## src/rtl/writeback_select_pkg.sv

```systemverilog
// Shared encodings for the write-back stage: source selects, load types, FSM states.
package wb_pkg;

   localparam logic [1:0] MEM_TO_REG_ALU  = 2'b00;
   localparam logic [1:0] MEM_TO_REG_LOAD = 2'b01;
   localparam logic [1:0] MEM_TO_REG_PC4  = 2'b10;
   localparam logic [1:0] MEM_TO_REG_IMM  = 2'b11;

   localparam logic [2:0] F3_LB  = 3'b000;
   localparam logic [2:0] F3_LH  = 3'b001;
   localparam logic [2:0] F3_LW  = 3'b010;
   localparam logic [2:0] F3_LBU = 3'b100;
   localparam logic [2:0] F3_LHU = 3'b101;

   typedef enum logic {
      IDLE,
      WAIT_MEM
   } wb_state_e;

endpackage

```

## src/rtl/writeback_select_if.sv

```systemverilog
// Upstream/memory-facing bundle of the write-back stage plus its register-file outputs.
interface writeback_select_if #(
   parameter int XLEN = 32
);
   logic            inValid;
   logic            inReady;
   logic [1:0]      memToReg;
   logic [2:0]      funct3;
   logic [XLEN-1:0] aluResult;
   logic [XLEN-1:0] pcPlus4;
   logic [XLEN-1:0] imm;
   logic [4:0]      rdIn;
   logic            regWriteIn;
   logic            memReady;
   logic [XLEN-1:0] memReadData;
   logic            regWrite;
   logic [4:0]      rd;
   logic [XLEN-1:0] writeData;
   logic            memError;

   modport master (
      output inValid, memToReg, funct3, aluResult, pcPlus4, imm, rdIn, regWriteIn,
             memReady, memReadData,
      input  inReady, regWrite, rd, writeData, memError
   );

   modport slave (
      input  inValid, memToReg, funct3, aluResult, pcPlus4, imm, rdIn, regWriteIn,
             memReady, memReadData,
      output inReady, regWrite, rd, writeData, memError
   );
endinterface

```

## src/rtl/writeback_select_load_extract.sv

```systemverilog
// Picks the addressed byte/half/word out of an aligned memory word and extends it;
// flags misaligned accesses and unsupported load types.
module load_extract
   import wb_pkg::*;
(
   input  logic [2:0]  i_funct3,
   input  logic [1:0]  i_offset,
   input  logic [31:0] i_word,
   output logic [31:0] o_value,
   output logic        o_misaligned
);

   logic [7:0]  w_byte;
   logic [15:0] w_half;

   always_comb begin
      case (i_offset)
         2'd0:    w_byte = i_word[7:0];
         2'd1:    w_byte = i_word[15:8];
         2'd2:    w_byte = i_word[23:16];
         default: w_byte = i_word[31:24];
      endcase
      w_half = i_offset[1] ? i_word[31:16] : i_word[15:0];
   end

   always_comb begin
      o_value      = '0;
      o_misaligned = 1'b0;
      case (i_funct3)
         F3_LB:  o_value = {{24{w_byte[7]}}, w_byte};
         F3_LBU: o_value = {24'h0, w_byte};
         F3_LH: begin
            o_value      = {{16{w_half[15]}}, w_half};
            o_misaligned = i_offset[0];
         end
         F3_LHU: begin
            o_value      = {16'h0, w_half};
            o_misaligned = i_offset[0];
         end
         F3_LW: begin
            o_value      = i_word;
            o_misaligned = (i_offset != 2'd0);
         end
         default: o_misaligned = 1'b1;
      endcase
   end

endmodule

```

## src/rtl/writeback_select.sv

```systemverilog
// Write-back stage: selects the register-file value, stalls upstream while a load
// waits on memory, and issues one registered write (or error pulse) per instruction.
module writeback_select
   import wb_pkg::*;
#(
   parameter int XLEN        = 32,
   parameter int MEM_TIMEOUT = 15
) (
   input logic               clock,
   input logic               reset,
   writeback_select_if.slave bus
);

   localparam int CW = $clog2(MEM_TIMEOUT + 1);

   wb_state_e       r_state;
   logic [CW-1:0]   r_cnt;
   logic [4:0]      r_rd_cap;
   logic            r_we_cap;
   logic [2:0]      r_f3_cap;
   logic [1:0]      r_off_cap;
   logic            r_regWrite;
   logic            r_memError;
   logic [4:0]      r_rd;
   logic [XLEN-1:0] r_writeData;

   logic            w_idle;
   logic            w_accept;
   logic            w_is_load;
   logic [2:0]      w_f3;
   logic [1:0]      w_off;
   logic [4:0]      w_rd;
   logic            w_we;
   logic [31:0]     w_load_val;
   logic            w_load_err;
   logic [XLEN-1:0] w_src;

   assign w_idle    = (r_state == IDLE);
   assign w_accept  = bus.inValid & w_idle;
   assign w_is_load = (bus.memToReg == MEM_TO_REG_LOAD);

   // In IDLE a same-cycle load uses the live fields; in WAIT_MEM the captured ones.
   assign w_f3  = w_idle ? bus.funct3         : r_f3_cap;
   assign w_off = w_idle ? bus.aluResult[1:0] : r_off_cap;
   assign w_rd  = w_idle ? bus.rdIn           : r_rd_cap;
   assign w_we  = w_idle ? bus.regWriteIn     : r_we_cap;

   load_extract u_load_extract (
      .i_funct3     (w_f3),
      .i_offset     (w_off),
      .i_word       (bus.memReadData),
      .o_value      (w_load_val),
      .o_misaligned (w_load_err)
   );

   always_comb begin
      case (bus.memToReg)
         MEM_TO_REG_ALU: w_src = bus.aluResult;
         MEM_TO_REG_PC4: w_src = bus.pcPlus4;
         MEM_TO_REG_IMM: w_src = bus.imm;
         default:        w_src = w_load_val;
      endcase
   end

   always_ff @(posedge clock or posedge reset) begin
      if (reset) begin
         r_state     <= IDLE;
         r_cnt       <= '0;
         r_rd_cap    <= '0;
         r_we_cap    <= 1'b0;
         r_f3_cap    <= '0;
         r_off_cap   <= '0;
         r_regWrite  <= 1'b0;
         r_memError  <= 1'b0;
         r_rd        <= '0;
         r_writeData <= '0;
      end else begin
         r_regWrite <= 1'b0;
         r_memError <= 1'b0;
         case (r_state)
            IDLE: begin
               if (w_accept) begin
                  if (w_is_load && !bus.memReady) begin
                     r_rd_cap  <= bus.rdIn;
                     r_we_cap  <= bus.regWriteIn;
                     r_f3_cap  <= bus.funct3;
                     r_off_cap <= bus.aluResult[1:0];
                     r_cnt     <= '0;
                     r_state   <= WAIT_MEM;
                  end else if (w_is_load && w_load_err) begin
                     r_memError <= 1'b1;
                  end else begin
                     r_regWrite  <= w_we & (w_rd != 5'd0);
                     r_rd        <= w_rd;
                     r_writeData <= w_src;
                  end
               end
            end
            WAIT_MEM: begin
               // memReady is checked first so data on the timeout cycle still commits.
               if (bus.memReady) begin
                  r_state <= IDLE;
                  if (w_load_err) begin
                     r_memError <= 1'b1;
                  end else begin
                     r_regWrite  <= w_we & (w_rd != 5'd0);
                     r_rd        <= w_rd;
                     r_writeData <= w_load_val;
                  end
               end else if (r_cnt == CW'(MEM_TIMEOUT - 1)) begin
                  r_memError <= 1'b1;
                  r_state    <= IDLE;
               end else begin
                  r_cnt <= r_cnt + 1'b1;
               end
            end
            default: r_state <= IDLE;
         endcase
      end
   end

   assign bus.inReady   = w_idle;
   assign bus.regWrite  = r_regWrite;
   assign bus.memError  = r_memError;
   assign bus.rd        = r_rd;
   assign bus.writeData = r_writeData;

endmodule

```

## src/flat_wrapper.sv

```systemverilog
// flat-port wrapper written by rule: the top's interface ports become plain ports
module writeback_select_flat import wb_pkg::*;
#(
   parameter int XLEN        = 32,
   parameter int MEM_TIMEOUT = 15
)
  (clock, reset, bus_inValid, bus_memToReg, bus_funct3, bus_aluResult, bus_pcPlus4, bus_imm, bus_rdIn, bus_regWriteIn, bus_memReady, bus_memReadData, bus_inReady, bus_regWrite, bus_rd, bus_writeData, bus_memError);
  writeback_select_if #(.XLEN(XLEN)) bus_i ();
  input logic clock;
  input logic reset;
  input wire logic [$bits(bus_i.inValid)-1:0] bus_inValid;
  input wire logic [$bits(bus_i.memToReg)-1:0] bus_memToReg;
  input wire logic [$bits(bus_i.funct3)-1:0] bus_funct3;
  input wire logic [$bits(bus_i.aluResult)-1:0] bus_aluResult;
  input wire logic [$bits(bus_i.pcPlus4)-1:0] bus_pcPlus4;
  input wire logic [$bits(bus_i.imm)-1:0] bus_imm;
  input wire logic [$bits(bus_i.rdIn)-1:0] bus_rdIn;
  input wire logic [$bits(bus_i.regWriteIn)-1:0] bus_regWriteIn;
  input wire logic [$bits(bus_i.memReady)-1:0] bus_memReady;
  input wire logic [$bits(bus_i.memReadData)-1:0] bus_memReadData;
  output wire logic [$bits(bus_i.inReady)-1:0] bus_inReady;
  output wire logic [$bits(bus_i.regWrite)-1:0] bus_regWrite;
  output wire logic [$bits(bus_i.rd)-1:0] bus_rd;
  output wire logic [$bits(bus_i.writeData)-1:0] bus_writeData;
  output wire logic [$bits(bus_i.memError)-1:0] bus_memError;
  assign bus_i.inValid = bus_inValid;
  assign bus_i.memToReg = bus_memToReg;
  assign bus_i.funct3 = bus_funct3;
  assign bus_i.aluResult = bus_aluResult;
  assign bus_i.pcPlus4 = bus_pcPlus4;
  assign bus_i.imm = bus_imm;
  assign bus_i.rdIn = bus_rdIn;
  assign bus_i.regWriteIn = bus_regWriteIn;
  assign bus_i.memReady = bus_memReady;
  assign bus_i.memReadData = bus_memReadData;
  assign bus_inReady = bus_i.inReady;
  assign bus_regWrite = bus_i.regWrite;
  assign bus_rd = bus_i.rd;
  assign bus_writeData = bus_i.writeData;
  assign bus_memError = bus_i.memError;
  writeback_select #(.XLEN(XLEN), .MEM_TIMEOUT(MEM_TIMEOUT)) u_core (.clock(clock), .reset(reset), .bus(bus_i));
endmodule
```

## config.mk

```make
export PLATFORM = sky130hd
export DESIGN_NAME = writeback_select_flat
export DESIGN_NICKNAME = d
export VERILOG_FILES = /design/src/rtl/writeback_select_pkg.sv /design/src/rtl/writeback_select_if.sv /design/src/rtl/writeback_select_load_extract.sv /design/src/rtl/writeback_select.sv /design/src/flat_wrapper.sv
export SDC_FILE = /design/constraint.sdc
export NUM_CORES = 1
export LEC_CHECK = 0
export ABC_CLOCK_PERIOD_IN_PS = 2600
export CAP_MARGIN = 20
export CORE_ASPECT_RATIO = 1.25
export CORE_MARGIN = 1.5
export CORE_UTILIZATION = 42
export DETAILED_ROUTE_END_ITERATION = 16
export MAX_ROUTING_LAYER = met4
export PLACE_DENSITY = 0.81
export SYNTH_ARGS = -nofsm -noshare
export SYNTH_HDL_FRONTEND = slang
export SYNTH_SLANG_ARGS = --single-unit
```

## constraint.sdc

```tcl
create_clock -name clock -period 2.6 [get_ports clock]
set_input_delay 0.52 -clock clock [delete_from_list [all_inputs] [get_ports clock]]
set_output_delay 0.52 -clock clock [all_outputs]
set_load 0.02 [all_outputs]
```

### Word-level counts from Yosys, hierarchy flattened

Index checks and enable logic that the tools add are counted.

* register bits: 55
* latch bits: 0
* RAM bits: 0
* bits in read-only memories: 0
* bits of input ports: 143
* logic and storage cells: 89
* memories: 0

* add/subtract/negate cells: 1
* $mul: 0
* divide/modulo/power cells: 0
* order comparisons: 0
* equality and inequality tests: 18
* shift-type cells: 0
* multiplexer cells: 44
* bitwise logic cells: 3
* reduce and logical (&&, ||, !) cells: 13

Operators with widths (count)
* $mux W32: 5
* $pmux W32 S5: 1
* $pmux W32 S3: 1
* $pmux W32 S2: 1
* $mux W5: 6
* $pmux W8 S3: 1
* $mux W1: 16
* $mux W16: 1
* $mux W4: 4
* $ne A2 B2 Y1 const B: 8
* $pmux W5 S2: 1
* $pmux W4 S2: 1
* $eq A2 B2 Y1 const B: 3
* $eq A3 B3 Y1 const B: 2
* $pmux W1 S2: 3
* $reduce_and A5 Y1: 1
* $reduce_bool A5 Y1: 1
* $add A4 B1 Y4 const B: 1
* $eq A2 B1 Y1 const B: 2
* $eq A4 B4 Y1 const B: 1
* $logic_not A2 Y1: 2
* $reduce_and A4 Y1: 1
* $reduce_or A2 Y1: 2
* $eq A3 B1 Y1 const B: 1
* 11 further kinds: 13

### Depth between registers and ports, before layout

Gate-level depths: netlist (run 1).

* depth in word-level cells: 9
* mapped depth: 9

### By module

Synthesis (run 1) repeated with hierarchy kept, for this count alone.

* cells, all modules: 381
* area total of the unflattened synthesis: 4011.3 um^2

By module, submodules not included
* writeback_select: instances 1, cells each 303, area an instance 3325.7 um^2
* load_extract: instances 1, cells each 78, area an instance 685.7 um^2

### Worst setup path after synthesis (run 1)

No wires, ideal clock.

* path type: register to register
* start point: reg u_core.r_state
* end point: reg u_core.r_writeData[23] (netlist: u_core.bus.writeData[23])
* setup time: 0.126 ns
* data arrival time: 1.961 ns
* slack: 0.512 ns
* stages on the path, launching flop included: 8
* path buffers: 2
* clock period less this slack: 2.088 ns
* path through: dfrtp_1 -> buf_6 -> mux2_4 -> mux4_2 -> o32ai_4 -> and3_1 -> buf_6 -> a311o_1

* word-level cells in the longest chain between the ends: 9
* elaborated cells on any way between the ends: 33

Ends and longest elaborated chain
* start: declaration: line writeback_select.sv:16 `wb_state_e r_state;`
* start signal: assignment: line writeback_select.sv:67 `r_state <= IDLE;`
* start signal: assignment: line writeback_select.sv:89 `r_state <= WAIT_MEM;`
* start signal: assignment: line writeback_select.sv:102 `r_state <= IDLE;`
* $mux W2: line writeback_select.sv:44 `assign w_off = w_idle ? bus.aluResult[1:0] : r_off_cap;`
* $eq A2 B2 Y1 (tied with other cells): line writeback_select_load_extract.sv:17 `case (i_offset)`
* $pmux W8 S3: line writeback_select_load_extract.sv:17
* $pmux W32 S5: line writeback_select_load_extract.sv:29 `case (i_funct3)`
* $pmux W32 S3: line writeback_select.sv:57 `case (bus.memToReg)`
* $mux W32: line writeback_select.sv:90 `end else if (w_is_load && w_load_err) begin`
* $mux W32: line writeback_select.sv:83 `if (w_is_load && !bus.memReady) begin`
* $mux W32: line writeback_select.sv:82 `if (w_accept) begin`
* $pmux W32 S2: line writeback_select.sv:80 `case (r_state)`
* end signal: assignment: line writeback_select.sv:95 `r_writeData <= w_src;`
* end signal: assignment: line writeback_select.sv:108 `r_writeData <= w_load_val;`
* end: declaration: line writeback_select.sv:25 `logic [XLEN-1:0] r_writeData;`

Parallel ways exist; a longest one is shown, timed or not. The select of a mux whose other input is x is not followed.
A chain may end at the register's enable or synchronous reset.

### Worst setup path after layout (run 1)

* start point: reg u_core.r_state
* end point: out bus_inReady

* word-level cells in the longest chain between the ends: 1

Ends and longest elaborated chain
* $not A1 Y1 (no line)
* end: declaration: line flat_wrapper.sv:21 `output wire logic [$bits(bus_i.inReady)-1:0] bus_inReady;`

No other way between the ends.

==> results of run 1 <==
-- power groups by stage --
stage               combinational (mW)  sequential, mW  clock [mW]
detailed placement                1.33            1.17           0
floorplan                        0.511            1.29           0
global route                      1.43            1.18       0.786
finish                            1.34            1.16       0.759
global placement                  1.31            1.17           0
CTS                               1.34            1.16       0.759
-- metal layers --
metal,track usage (%),vias to the layer above
met5,-,-
li1,-,1984
met3,6.63,55
met2,52.1,229
met4,10.7,0
met1,33.2,2095
-- state kept, by name, summed over array words and instances (netlist names), 2 cells and up --
name,count
u_core.r_cnt,4
u_core.r_rd_cap,5
u_core.bus.writeData,32
u_core.r_f3_cap,3
u_core.r_off_cap,2
u_core.bus.rd,5
-- critical path: stages (launching register included) --
cell and delay [ns]:
sky130_fd_sc_hd__dfrtp_2 0.54, sky130_fd_sc_hd__buf_4 0.26, sky130_fd_sc_hd__clkinvlp_4 0.22, sky130_fd_sc_hd__clkdlybuf4s50_1 0.59
-- cells by family (layout without fill, tap and decap cells) --
group / Yosys count / count (layout) / synth area share (%)
AO/OA/AOI/OAI: 133 / 133 / 24.7
AND/OR/NAND/NOR: 106 / 106 / 12.4
multiplexers: 70 / 70 / 21.7
flip-flops: 55 / 55 / 34.8
buffers and inverters: 48 / 238 / 5.31
adder cells (fa/ha/maj): 2 / 2 / 0.633
XOR/XNOR: 2 / 2 / 0.443
-- metrics by stage --
step	util (%)	std cells
2_1_floorplan	-	416
3_3_place_gp	66.8	722
3_5_place_dp	66.8	722
4_1_cts	68.6	729
5_1_grt	68.6	729
6_report	68.6	729
-- synth_stat cells (all sizes together), types with 10 or more instances --
| library cell | n | area (µm²) |
|---|---|---|
| clkbuf | 20 | 75.1 |
| dfrtp | 55 | 1380 |
| o221ai | 15 | 131 |
| mux2i | 50 | 517 |
| o2bb2ai | 10 | 87.6 |
| o21ai | 41 | 205 |
| inv | 10 | 37.5 |
| mux2 | 12 | 139 |
| nand2 | 55 | 206 |
| buf | 18 | 97.6 |
| nand3 | 20 | 100 |
| a21oi | 10 | 50.1 |
-- final cells by class --
| type | count | area, µm² |
|---|---|---|
| Fill cell | 725 | 2860 |
| Multi-Input combinational cell | 313 | 2380 |
| Timing Repair Buffer | 221 | 2150 |
| Sequential cell | 55 | 1380 |
| Tap cell | 123 | 154 |
| Clock buffer | 6 | 129 |
| Inverter | 10 | 41.3 |
| Clock inverter | 1 | 30.0 |
-- worst paths after layout --
check / from / slack (ns) / cells after the start / to
worst max-delay path: u_core.r_state / 0.16 / 3 / bus_inReady
worst min-delay path: u_core.bus.rd[0] / 0.50 / 2 / u_core.bus.rd[0]
worst max register to register: u_core.r_state / 0.30 / 8 / u_core.bus.writeData[15]
worst min register to register: u_core.bus.rd[0] / 0.50 / 2 / u_core.bus.rd[0]
max in group asynchronous: reset / 1.43 / 3 / u_core.bus.rd[2]
min in group asynchronous: reset / 0.60 / 2 / u_core.r_cnt[3]
-- layout by cell type (no fill, tap or decap), drive strengths merged, types with 2 or more instances in the layout --
master / n
mux4: 8
a21oi: 10
a311o: 9
a221oi: 7
and2: 5
o22ai: 9
ha: 2
nor3b: 3
o221ai: 15
o2bb2ai: 10
inv: 9
nor2b: 3
dfrtp: 55
a222oi: 7
a32oi: 7
mux2: 12
or3: 3
nor2: 8
clkdlybuf4s50: 181
mux2i: 50
nand2: 55
clkbuf: 6
or2: 2
nand3: 20
nor3: 2
or4: 2
o211ai: 2
buf: 40
a31oi: 4
o21ai: 41
xor2: 2
o31ai: 2
==> metrics list, run 1 <==
* Number of max-cap violations: 0
- Unrepaired setup endpoints after global routing: no
- The first TritonRoute pass finished after 7 iterations.
* Worst-case setup margin in the final layout: around 0.16 ns
* Clock buffer depth: 2
* Total net switching power: 1.07 mW
- Area overhead of the layout relative to synthesis: 58.3%
* Required time reported for the critical path endpoint: 2.08 ns
* Worst EP arrival: roughly 1.9 ns
- Number of max-slew violations in the final report: 0
- Setup violations remaining at the end of the flow were counted as 0.
- Total power for the finished layout comes to 3.26 mW.
- At the pin with the least slew margin, the transition time is 0.573 ns.
- The clock arrives with 0.00605 ns of skew.
- Layout cell share with drive strength beyond 1: 11.9%
* Average routed wire per standard cell: 20.1 µm
* Die Ht: 111 µm
- The mapped netlist covers approximately 4000 µm².
- The first global-routing pass estimated 23000 µm of wire.
- Synth async-reset ratio: 100%
- Overall via count from detail_route: 4363
* Clock tree from TritonCTS: yes
- Top Metal Used: met4
- Of all nets on the critical path, the largest fanout is 13.
- After synthesis the netlist holds a flip-flop and latch count of 55.
- Net switching fraction of the power: 32.7%
* Weighted congestion reported at the end of routability-driven placement: 0.969
- CTS resizes: 1
* Clk sinks: between 50 and 60
- Using the TritonRoute via totals, the vias-per-cell ratio works out to 5.98.
- Count of hold-fix buffers inserted at cts: 0
- The number of antenna violations at the first check in global routing came to 0.
- Vias in the first global route: 4451
- Entering global routing, the biggest net connects 34 pins.
- Setup Total Neg Slack: 0 ns
- IR analysis of the VDD net gives a maximum drop of 358 µV.
* Pwr dens: 520 nW/µm²
- Yosys Warn Count: 0
- The die is around 90 µm wide.
* Number of violations reported at the end of detailed-routing iteration 0: 367
- Leak Pwr: between 2 and 3 nW
- Path class of the lowest-slack min-delay path: flip-flop to flip-flop
- Registers are responsible for between 30 and 40% of the overall power.
- Top Ports: 183
- Max Freq: a little over 400 MHz
- IO Port Bufs: 182
- Inserted Diodes: 0
- Category of the most critical setup path: flip-flop to primary output
- After detailed routing, the wire length on met1 is 5570 µm.
- The initial utilization of the core area, before any placement, comes to between 40% and 50%.
- HPWL after DPL: 11400 µm
* Buffer type at the clock tree root: sky130_fd_sc_hd__clkbuf_16
- The synthesized design contains 0 enable-type register cells.
- Final Hold Violating Endpoints: 0
* Total non-filler cell area in the finished layout: approximately 6300 µm²
* Clock latency on the worst-skew pair: between 0.2 and 0.3 ns
- The floorplan step defined a die boundary enclosing ~10000 µm².
* Remaining number of nets flagged by the antenna check after routing: 0
- Counting the buffers created by CTS gives 5.
* Instance count of the mapped netlist: 416
- Power Internal: 2.19 mW
- Site row count: 39
- Across all hold checks on the routed design, the worst slack comes to around 0.50 ns.
- All-Layer GR Usage: between 20 and 30%
* H-Tree Depth: 2
* Rel. slew slack: 61.8%
* Number of buffers inserted to repair setup after CTS: 0
* Total length of routed met2 wires: 7380 µm
- The netlist uses 53 different library cells.
- The share of total power dissipated in combinational logic is 41.2%.
- In the routed design, unresolved DRC markers number 0.
- Synthesized netlist net count: around 560
- Sequential elements use 34.8% of the synthesized area.
* Min Clock Period, post-route: roughly 2.4 ns
- Gr ovfl total: 0
- For this block, the routed nets add up to 14700 µm of wire.
- Crit path launch type: flip-flop
* Clk network pwr share: about a quarter
- Clock-pin slew was measured on the worst setup and hold paths at 0.07 ns.
- Averaged over all synthesized cells, the footprint is 9.51 µm².
- Setup crit end kind: primary output
* Status: complete, no violations
* Post-detailed-placement cell area: 6100 µm²
* Flip-flop cell with the highest count after synthesis: sky130_fd_sc_hd__dfrtp_1
- Core area: 9130 µm²
- At the end of the flow, the number of nets in the layout was 751.
- In the finished design, the share of the clock period the worst path needs comes to around 94%.
- The routed design uses 1240 µm of met3 wire.
- At the placement stage, the worst setup path has a slack of -0.0403 ns.
Note: power is estimated with default switching activity, not from simulation.
==> run 2: changes to the inputs <==
Settings changed: CELL_PAD_IN_SITES_DETAIL_PLACEMENT set to 0, CELL_PAD_IN_SITES_GLOBAL_PLACEMENT set to 1, CORE_UTILIZATION 42 to 31, PLACE_DENSITY 0.81 to not set, PLACE_DENSITY_LB_ADDON set to 0.1.
==> run 2 against run 1 <==
Clock skew is essentially flat. Critical path type unchanged. Power grew 1.1%. Sequential power about the same. First-iteration DRC count up 14%. Non-clock buffer count rose by 3. Critical endpoint unchanged. Sequential share of layout area shrank 0.31 points. Largest power group unchanged. Global-route usage shrank 5.8 points. Largest cell class unchanged. Utilization fell by 17 points. Combinational power about the same.
==> metrics list, run 2 (synthesis results as in run 1) <==
* Status: complete, no violations (unchanged)
- The area of the die came to 13400 µm² (was 10000 µm²).
- The fraction of the core area covered by cells at the end of the flow is 51.7% (was 68.6%).
- First-pass DRT Iterations: 5 (was 7)
* Core area: 12300 µm² (was 9130 µm²)
- The remaining global-route overflow was 0 (unchanged).
* Category of the most critical setup path: flip-flop to primary output (unchanged)
- The final antenna diode count came to 0 (unchanged).
- The final routed DRC violation total came to 0 (unchanged).
- The maximum number of pins on one net before global-route repair came to 31 (was 34).
- The maximum fanout encountered on the critical timing path was 12 (was 13).
- Unrepaired setup endpoints after global routing: no (unchanged).
- Max Freq: 414 MHz (was 410 MHz)
* Top library cells by usage in the layout, fill and taps aside: sky130_fd_sc_hd__clkdlybuf4s50_1 (181), sky130_fd_sc_hd__nand2_1 (55), sky130_fd_sc_hd__dfrtp_1 (55), sky130_fd_sc_hd__mux2i_1 (48), sky130_fd_sc_hd__o21ai_0 (41) (was sky130_fd_sc_hd__clkdlybuf4s50_1 (181), sky130_fd_sc_hd__nand2_1 (55), sky130_fd_sc_hd__dfrtp_1 (54), sky130_fd_sc_hd__mux2i_1 (48), sky130_fd_sc_hd__o21ai_0 (41))
- The clock transition at the register clock pins on the worst setup and hold paths after CTS is 0.07 ns (about the same).
* Layout cell share with drive strength beyond 1: 12.5% (was 11.9%)
- The number of vias per cell came to 5.53 (was 5.98).
* All-Layer GR Usage: 24.0% (was 29.7%)
- The type of the worst min-delay path is flip-flop to flip-flop (unchanged).
- The sort of element at the start of the critical path was a flip-flop (unchanged).
- The number of DRC markers after the initial detailed-route iteration is 418 (was 367).
- Leak Pwr: 2.58 nW (was 2.56 nW)
- The relative slew slack was 56.6% (was 61.8%).
- The buffer count from post-CTS setup fixing came to 0 (unchanged).
- The via count of the first global-routing pass is 4274 (was 4451).
- Number of max-slew violations in the final report: 0 (unchanged)
- Min Clock Period, post-route: 2.41 ns (was 2.44 ns)
- Final Hold Violating Endpoints: 0 (unchanged)
- Average routed wire per standard cell: 20.2 µm (was 20.1 µm)
* Clk sinks: 55 (unchanged)
- The power per standard cell area came to 519 nW/µm² (was 520 nW/µm²).
* Antenna violations before repair: 0 (unchanged)
- The HPWL reported at the end of detailed placement was 12300 µm (was 11400 µm).
- The sum of routed wire length over all layers came to 15600 µm (was 14700 µm).
- Worst EP arrival: 1.89 ns (was 1.92 ns)
- The number of core rows was 45 (was 39).
* Overall via count from detail_route: 4280 (was 4363)
- Launch instance of the worst register-to-register path: u_core.r_state (unchanged)
- Period utilization: 92.8% (was 93.8%)
* Number of flip-flops in the largest register: 32 (unchanged)
* Weighted congestion reported at the end of routability-driven placement: 0.849 (was 0.969)
* Buffer type at the clock tree root: sky130_fd_sc_hd__clkbuf_16 (unchanged)
* Clock latency on the worst-skew pair: 0.30 ns (was 0.29 ns)
* Setup slack after placement: -0.271 ns (was -0.0403 ns)
* Clock buffer depth: 2 (unchanged)
- Final setup violating endpoints: 0 (unchanged)
- Layout filler cell count: 1200 (was 725)
- The area growth from synthesis to final layout came to 60.5% (was 58.3%).
- Most common library cell in the layout ignoring fill and taps: sky130_fd_sc_hd__clkdlybuf4s50_1 (unchanged)
- Post-route total power: 3.29 mW (was 3.26 mW)
- The setup skew after layout came to 0.00616 ns (was 0.00605 ns).
* H-Tree Depth: 2 (unchanged)
* Start point of the worst hold path: u_core.bus.rd[4] (was u_core.bus.rd[0])
- The slew at the pin closest to its max-slew limit was 0.650 ns (was 0.573 ns).
- The horizontal extent of the die is 104 µm (was 89.8 µm).
* Timing startpoint of the critical path: u_core.r_state (unchanged)
- IO Port Bufs: 182 (unchanged)
* Setup crit end kind: primary output (unchanged)
- The total clock buffers created by CTS came to 5 (unchanged).
- The final-layout worst hold slack came to 0.506 ns (was 0.502 ns).
* Number of nets at the end of the flow: 754 (was 751)
* Number of max-cap violations: 0 (unchanged)
* Wire length of the first global-routing pass: 24200 µm (was 23000 µm)
- The count of pins on the block boundary came to 183 (unchanged).
- The number of nets still failing antenna checks after routing came to 0 (unchanged).
- Maximum vdd drop: 339 µV (was 358 µV)
* Clock tree from TritonCTS: yes (unchanged)
* Die Ht: 129 µm (was 111 µm)
- Required time reported for the critical path endpoint: 2.08 ns (about the same)
* Worst-case setup margin in the final layout: 0.187 ns (was 0.161 ns)
- Initial core utilization: 32.2% (was 43.3%)
[run 2: cell count changes in the layout (fill, tap and decap cells not counted)]
cell,previous run,this run
sky130_fd_sc_hd__buf_4,36,39
sky130_fd_sc_hd__clkbuf_1,1,0
sky130_fd_sc_hd__clkinv_4,0,1
sky130_fd_sc_hd__clkinvlp_4,1,0
sky130_fd_sc_hd__dfrtp_1,54,55
sky130_fd_sc_hd__dfrtp_2,1,0
sky130_fd_sc_hd__inv_1,8,9
sky130_fd_sc_hd__inv_6,0,1
sky130_fd_sc_hd__nor2_1,7,6
sky130_fd_sc_hd__nor2_2,1,2
[run 2: per-stage QoR]
stage | instance area, µm² | cells | TNS (ns)
after floorplan | 3960 | 416 | 0
after global placement | 6160 | 765 | -3.90
after detailed placement | 6160 | 765 | -4.44
after CTS | 6340 | 773 | 0
after global routing | 6350 | 774 | 0
final | 6350 | 774 | 0
[run 2: path summary, 6_finish.rpt]
check | slack, ns | endpoint | depth (start not counted)
worst max-delay path | 0.19 | bus_inReady | 3
worst min-delay path | 0.51 | u_core.bus.rd[4] | 2
worst max register to register | 0.25 | u_core.bus.writeData[23] | 5
worst min register to register | 0.51 | u_core.bus.rd[4] | 2
max in group asynchronous | 1.39 | u_core.bus.rd[3] | 3
min in group asynchronous | 0.55 | u_core.bus.writeData[7] | 2
[run 2: metal layers]
metal / share of wire [%] / routed length (µm) / vias up / track usage, %
met1: 40 / 6300 / 2043 / 28.8
li1: - / - / 1998 / -
met4: 1.9 / 301 / 0 / 6.21
met5: 0 / 0 / - / -
met2: 50 / 7870 / 215 / 42.4
met3: 7.4 / 1160 / 24 / 3.37
[run 2: timing repair]
| action | CTS | global route |
|---|---|---|
| hold buffers | 0 | 0 |
| resized for setup | 0 | 1 |
| endpoints found under the setup margin | 0 | 13 |
[run 2: layout make-up]
| cell class | instances | area, µm² | share of cell area [%] |
|---|---|---|---|
| timing repair buffer | 224 | 2170 | 34.2 |
| inverter | 10 | 37.5 | 0.591 |
| tap | 164 | 205 | 3.23 |
| clock inverter | 3 | 47.5 | 0.749 |
| multi-input combinational | 313 | 2380 | 37.6 |
| sequential | 55 | 1380 | 21.7 |
| clock buffer | 5 | 125 | 1.97 |
[run 2: power by group]
part	total, mW	internal (mW)	switching (mW)
Clock	0.790	0.460	0.329
Combinational	1.35	0.719	0.632
Sequential	1.15	1.02	0.129
Total	3.29	2.20	1.09
[run 2: critical path: stages, from the launching register on]
cell and delay [ns]:
sky130_fd_sc_hd__dfrtp_1 0.65, sky130_fd_sc_hd__inv_1 0.18, sky130_fd_sc_hd__buf_4 0.22, sky130_fd_sc_hd__clkdlybuf4s50_1 0.54
